**src/rtl/tron_dir_input_if.sv**
```systemverilog
// Bus bundle for tron_dir_input: active-low button nibbles and enable in,
// one-hot directions and per-player change strobes out.
interface tron_dir_input_if #(
  parameter int NUM_PLAYERS = 2
);
  logic [4*NUM_PLAYERS-1:0] data;
  logic                     enable;
  logic [5*NUM_PLAYERS-1:0] dir;
  logic [NUM_PLAYERS-1:0]   dir_change;

  modport master (
    output data,
    output enable,
    input  dir,
    input  dir_change
  );

  modport slave (
    input  data,
    input  enable,
    output dir,
    output dir_change
  );
endinterface

```
**src/rtl/tron_dir_input.sv**
```systemverilog
// Per-player Tron direction input: synchronise, debounce, decode one-hot direction.
// Define TRON_NO_REVERSE_EN to ignore 180-degree reversal requests.
module tron_dir_input #(
  parameter int NUM_PLAYERS     = 2,
  parameter int DEBOUNCE_CYCLES = 4
) (
  input  logic             clk,
  input  logic             reset,
  tron_dir_input_if.slave  bus
);

  localparam int                CNT_W   = (DEBOUNCE_CYCLES < 1) ? 1 : $clog2(DEBOUNCE_CYCLES + 1);
  localparam logic [CNT_W-1:0]  CNT_MAX = CNT_W'(DEBOUNCE_CYCLES);
  localparam logic [4:0]        DIR_IDLE = 5'b00001;

  logic [5*NUM_PLAYERS-1:0] dir_all;
  logic [NUM_PLAYERS-1:0]   change_all;

  genvar gi;
  generate
    for (gi = 0; gi < NUM_PLAYERS; gi++) begin : g_player
      logic [3:0]       sync1_reg, sync2_reg, last_reg;
      logic [3:0]       stable_reg, stable_next;
      logic [CNT_W-1:0] cnt_reg, cnt_next, run;
      logic [4:0]       dir_reg, dir_next;
      logic             dir_change_reg, change_next;
      logic [4:0]       req;
      logic             req_valid;
      logic             blocked;

      always_ff @(posedge clk or posedge reset) begin
        if (reset) begin
          sync1_reg      <= '0;
          sync2_reg      <= '0;
          last_reg       <= '0;
          stable_reg     <= '0;
          cnt_reg        <= '0;
          dir_reg        <= DIR_IDLE;
          dir_change_reg <= 1'b0;
        end else begin
          sync1_reg      <= ~bus.data[4*gi +: 4];
          sync2_reg      <= sync1_reg;
          last_reg       <= sync2_reg;
          stable_reg     <= stable_next;
          cnt_reg        <= cnt_next;
          dir_reg        <= dir_next;
          dir_change_reg <= change_next;
        end
      end

      // run = consecutive edges the synchronised pattern has differed from
      // stable while holding one value; a new value restarts it at 1.
      always_comb begin
        stable_next = stable_reg;
        cnt_next    = '0;
        run         = '0;
        if (sync2_reg != stable_reg) begin
          if (sync2_reg != last_reg)
            run = CNT_W'(1);
          else if (cnt_reg >= CNT_MAX)
            run = CNT_MAX;
          else
            run = cnt_reg + CNT_W'(1);
          if (run >= CNT_MAX)
            stable_next = sync2_reg;
          else
            cnt_next = run;
        end
      end

      always_comb begin
        req       = DIR_IDLE;
        req_valid = 1'b0;
        case (stable_reg)
          4'b0001: begin req = 5'b00010; req_valid = 1'b1; end
          4'b0010: begin req = 5'b10000; req_valid = 1'b1; end
          4'b0100: begin req = 5'b01000; req_valid = 1'b1; end
          4'b1000: begin req = 5'b00100; req_valid = 1'b1; end
          default: begin req = DIR_IDLE; req_valid = 1'b0; end
        endcase
      end

`ifdef TRON_NO_REVERSE_EN
      // Opposite of req: swap up/down and left/right; idle never matches.
      assign blocked = req_valid && (dir_reg == {req[3], req[4], req[1], req[2], 1'b0});
`else
      assign blocked = 1'b0;
`endif

      always_comb begin
        change_next = bus.enable && req_valid && (req != dir_reg) && !blocked;
        dir_next    = change_next ? req : dir_reg;
      end

      assign dir_all[5*gi +: 5] = dir_reg;
      assign change_all[gi]     = dir_change_reg;
    end
  endgenerate

  assign bus.dir        = dir_all;
  assign bus.dir_change = change_all;

endmodule

```
**src/flat_wrapper.sv**
```systemverilog
// flat-port wrapper written by rule: the top's interface ports become plain ports
module tron_dir_input_flat 
#(
  parameter int NUM_PLAYERS     = 2,
  parameter int DEBOUNCE_CYCLES = 4
)
  (clk, reset, bus_data, bus_enable, bus_dir, bus_dir_change);
  tron_dir_input_if #(.NUM_PLAYERS(NUM_PLAYERS)) bus_i ();
  input  logic clk;
  input  logic reset;
  input wire logic [$bits(bus_i.data)-1:0] bus_data;
  input wire logic [$bits(bus_i.enable)-1:0] bus_enable;
  output wire logic [$bits(bus_i.dir)-1:0] bus_dir;
  output wire logic [$bits(bus_i.dir_change)-1:0] bus_dir_change;
  assign bus_i.data = bus_data;
  assign bus_i.enable = bus_enable;
  assign bus_dir = bus_i.dir;
  assign bus_dir_change = bus_i.dir_change;
  tron_dir_input #(.NUM_PLAYERS(NUM_PLAYERS), .DEBOUNCE_CYCLES(DEBOUNCE_CYCLES)) u_core (.clk(clk), .reset(reset), .bus(bus_i));
endmodule
```
**config.mk**
```make
export PLATFORM = sky130hd
export DESIGN_NAME = tron_dir_input_flat
export DESIGN_NICKNAME = d
export VERILOG_FILES = /design/src/rtl/tron_dir_input_if.sv /design/src/rtl/tron_dir_input.sv /design/src/flat_wrapper.sv
export SDC_FILE = /design/constraint.sdc
export NUM_CORES = 1
export LEC_CHECK = 0
export BUFFER_PORTS_ARGS = -buffer_cell sky130_fd_sc_hd__buf_2
export CAP_MARGIN = 20
export CORE_MARGIN = 1
export CORE_UTILIZATION = 30
export DETAILED_ROUTE_END_ITERATION = 8
export SETUP_SLACK_MARGIN = 0.1
export SLEW_MARGIN = 20
export SYNTH_ARGS = -nofsm -noshare
export SYNTH_HDL_FRONTEND = slang
export SYNTH_SLANG_ARGS = --single-unit
```
**constraint.sdc**
```tcl
create_clock -name clk -period 4.75 [get_ports clk]
set_input_delay 0.7125 -clock clk [delete_from_list [all_inputs] [get_ports clk]]
set_output_delay 0.7125 -clock clk [all_outputs]
set_load 0.005 [all_outputs]
```
==> qor.yml <==
result_of_the_run: "finished clean"
power.internal_mw: 0.856
global_route.overflow_total: 0
ios: 23
final.period_utilization: 0.397
switching_share: 0.362
required_ns: 4.94
cts_tree: "built"
drv_slew: 0
htreeDepth: 2
first_iter_violations: 63
count_of_inserted_antenna_diode_cells: 0
placement_rows: 32
clock_tree.root_cell: "sky130_fd_sc_hd__clkbuf_8"
globalRouteMet3Util: 0.0251
numClockSinks: 50
overall_via_count_from_detail_route: 1300
reg2regPathDepth: 5
cts_hold_repair.buffers: 0
die_area_mm2: 0.00832
wirelength_um: 3350
drcViolationCount: 0
grt_use_total: 0.0899
max_clock_freq_ghz: 0.530
clock_insertion_delay_worst_skew_ns: 0.30
grt_start_max_net_pins: 51
synth_xor_area_frac: 0.0875
post_cts_resized: 0
design.final.nets: 218
worst_hold_path.num_cells: 0
synth_area_leaders: "sky130_fd_sc_hd__dfrtp_1 50%, sky130_fd_sc_hd__xor2_1 7.3%, sky130_fd_sc_hd__mux2_4 3.1%"
area_growth_pct: 10.6
drv.max_cap_violation_count: 0
stdcell_area_mm2: 0.00264
met2_usage: 0.123
adder_cell_fraction_of_synth_area: 0.0210
largest_register_ff_count: 10
busiest_layer: "met1"
numCtsBuffers: 5
path_class: "reg2reg"
dominantRegCellSynth: "sky130_fd_sc_hd__dfrtp_1"
grt_antenna_before_repair: 0
crit_path_end_kind: "flop"
power.share.combinational: 0.318
compound_gate_fraction_of_synth_area: 0.0781
multi_input_area_um2: 993
start_util: 0.309
die_width_um: 91.2
ys_async_sr_fraction: 1.00
avgRoutedWirePerCell_um: 10.9
crit_path_max_fanout: 12
synth_top_family_by_area: "simple AND/OR/NAND/NOR gates"
rel_slew_slack: 0.448
hold_viol: 0
slowest_cell_on_the_critical_path: "sky130_fd_sc_hd__dfrtp_1"
detailedPlacementHpwl_um: 2280
synth-warning-count: 0
die_height_um: 91.2
synth_register_bits: 50
timing.critical_path.cells: "nor4b_4 -> xor2_1 -> nor3_1 -> a21oi_4 -> mux2_4"
fin_setup_tns_ns: 0
part_of_the_yosys_area_used_for_sequential_elements: 0.525
synth_area_per_cell_um2: 13.0
power_per_cell_area_mw_per_mm2: 508
layout.filler_cells: 766
synth.lib_cells_used.distinct: 45
timing.critical_path.arrival_ns: 2.08
hold_path.class: "reg2reg"
power_leakage_nw: 1.19
cts_post_setup_buffers_inserted: 0
grt_setup_unrepaired: "no"
via_per_inst: 4.25
clock_tree.buffer_depth: 2
postSynthCellCount: 184
grt_first_pass_wirelength_um: 5990
critPathMaxStageDelay_ns: 0.55
synthesis.area_mm2: 0.00239
final-setup-viol-count: 0
synth_mux_area_frac: 0.0550
post_route_cells_drive_above_1_share: 0.275
postPlaceCellArea_mm2: 0.00254
gp_routability_congestion: 0.710
power.switching_mw: 0.487
number_of_flops_mapped_to_enable_cells_by_yosys: 0
seq_power_share: 0.487
period_minus_slack_ns: 1.89
finalClockSkew_ns: 0.00114
yosys.area_share.simple: 0.171
area_of_the_core_mm2: 0.00773
first_global_vias: 1252
first_pass_iters: 4
clock_power_share: 0.195
worst-slew-pin-transition_ns: 0.827
final-seq-area_mm2: 0.00125
setup.worst_path.start_class: "flop"
ant_nets: 0
use_met1: 0.129
netlist.area_leader.share: 0.503
hold_ws_ns: 0.354
vdd.ir_drop.worst_uv: 141
cts.reportedPaths.clkPinSlew_ns: 0.09
yosys.area.top_type: "sky130_fd_sc_hd__dfrtp_1"
portBuffers: 22
-- placed cells by master (no fill, tap or decap), types with 2 or more instances in the layout --
| cell | instances |
|---|---|
| sky130_fd_sc_hd__o21ai_0 | 4 |
| sky130_fd_sc_hd__dfstp_2 | 2 |
| sky130_fd_sc_hd__a21oi_1 | 2 |
| sky130_fd_sc_hd__a22o_1 | 2 |
| sky130_fd_sc_hd__nand4b_1 | 5 |
| sky130_fd_sc_hd__xnor2_1 | 2 |
| sky130_fd_sc_hd__nor3_1 | 3 |
| sky130_fd_sc_hd__nor4_2 | 3 |
| sky130_fd_sc_hd__nor2_1 | 7 |
| sky130_fd_sc_hd__nand2_1 | 9 |
| sky130_fd_sc_hd__dfrtp_1 | 48 |
| sky130_fd_sc_hd__and4b_1 | 2 |
| sky130_fd_sc_hd__buf_2 | 22 |
| sky130_fd_sc_hd__nor3b_4 | 2 |
| sky130_fd_sc_hd__conb_1 | 2 |
| sky130_fd_sc_hd__nand3b_1 | 2 |
| sky130_fd_sc_hd__mux2_1 | 5 |
| sky130_fd_sc_hd__nor4b_2 | 4 |
| sky130_fd_sc_hd__and2_1 | 2 |
| sky130_fd_sc_hd__mux2_4 | 5 |
| sky130_fd_sc_hd__clkbuf_8 | 6 |
| sky130_fd_sc_hd__xor2_1 | 20 |
| sky130_fd_sc_hd__o21ai_1 | 5 |
| sky130_fd_sc_hd__inv_1 | 14 |
| sky130_fd_sc_hd__ha_1 | 4 |
-- logic make-up (layout without fill, tap and decap cells) --
family | count (synthesis) | count (layout)
other cells | 1 | 2
fa+ha+maj | 4 | 4
buf+inv | 26 | 45
simple gates | 48 | 48
flops | 50 | 50
compound gates | 22 | 22
xor+xnor | 23 | 23
mux | 10 | 10
-- cells in the mapped netlist (2+ instances only) --
cell / n
sky130_fd_sc_hd__dfstp_2: 2
sky130_fd_sc_hd__buf_2: 2
sky130_fd_sc_hd__nor4b_2: 4
sky130_fd_sc_hd__nor3_1: 3
sky130_fd_sc_hd__o21ai_0: 4
sky130_fd_sc_hd__nand4b_1: 5
sky130_fd_sc_hd__and2_1: 2
sky130_fd_sc_hd__ha_1: 4
sky130_fd_sc_hd__o21ai_1: 5
sky130_fd_sc_hd__buf_4: 6
sky130_fd_sc_hd__nand2_1: 9
sky130_fd_sc_hd__buf_6: 3
sky130_fd_sc_hd__xor2_1: 20
sky130_fd_sc_hd__inv_1: 15
sky130_fd_sc_hd__nor3b_4: 2
sky130_fd_sc_hd__nor2_1: 7
sky130_fd_sc_hd__and4b_1: 2
sky130_fd_sc_hd__xnor2_1: 2
sky130_fd_sc_hd__mux2_4: 5
sky130_fd_sc_hd__dfrtp_1: 48
sky130_fd_sc_hd__nor4_2: 3
sky130_fd_sc_hd__a21oi_1: 2
sky130_fd_sc_hd__nand3b_1: 2
sky130_fd_sc_hd__mux2_1: 5
sky130_fd_sc_hd__a22o_1: 2
-- stage by stage --
step	worst slack, ns	utilization	cells	power [mW]
finish	2.86	0.342	306	1.34
global route	2.70	0.342	306	1.44
CTS	2.84	0.342	306	1.36
detailed placement	2.85	0.329	298	1.09
global placement	2.91	0.329	298	1.09
floorplan	2.84	-	185	1.04
-- per-layer routing --
metal | vias to the layer above | wire length [µm]
li1 | 659 | -
met1 | 608 | 1850
met2 | 28 | 1310
met3 | 5 | 125
met4 | 0 | 60
met5 | - | 0
-- critical path: cells and delay by family, from the launching register on --
family                    cells  cell delay, ns
AOI/OAI and AO/OA             1            0.11
xor gates and xnor gates      1            0.11
DFF                           1            0.55
muxes                         1            0.30
and+or+nand+nor               2            0.70
-- cell type report --
type / instances / area share
clock buffers: 6 / 0.0313
clock inverters: 2 / 0.00616
inverters: 15 / 0.0218
multi-input cells: 109 / 0.376
flip-flops and latches: 50 / 0.475
well taps: 102 / 0.0483
repair buffers: 22 / 0.0417
-- power by group through the flow --
stage	Clock (mW)	Combinational (mW)	Sequential [mW]
after floorplan	0	0.455	0.583
after global placement	0	0.427	0.660
after detailed placement	0	0.432	0.662
after CTS	0.272	0.434	0.654
after global routing	0.288	0.475	0.676
final	0.262	0.427	0.654
-- path summary, 6_finish.rpt --
check	start	end	slack, ns
min	u_core.g_player[1].sync1_reg[0]	u_core.g_player[1].sync2_reg[0]	0.35
max reg2reg	u_core.g_player[1].stable_reg[1]	u_core.g_player[1].dir_reg[1]	2.86
max in group asynchronous	reset	u_core.g_player[1].sync1_reg[3]	3.72
min reg2reg	u_core.g_player[1].sync1_reg[0]	u_core.g_player[1].sync2_reg[0]	0.35
max	u_core.g_player[1].stable_reg[1]	u_core.g_player[1].dir_reg[1]	2.86
min in group asynchronous	reset	u_core.g_player[0].sync1_reg[2]	0.54
No activity file was read; power rests on OpenSTA's default activity.
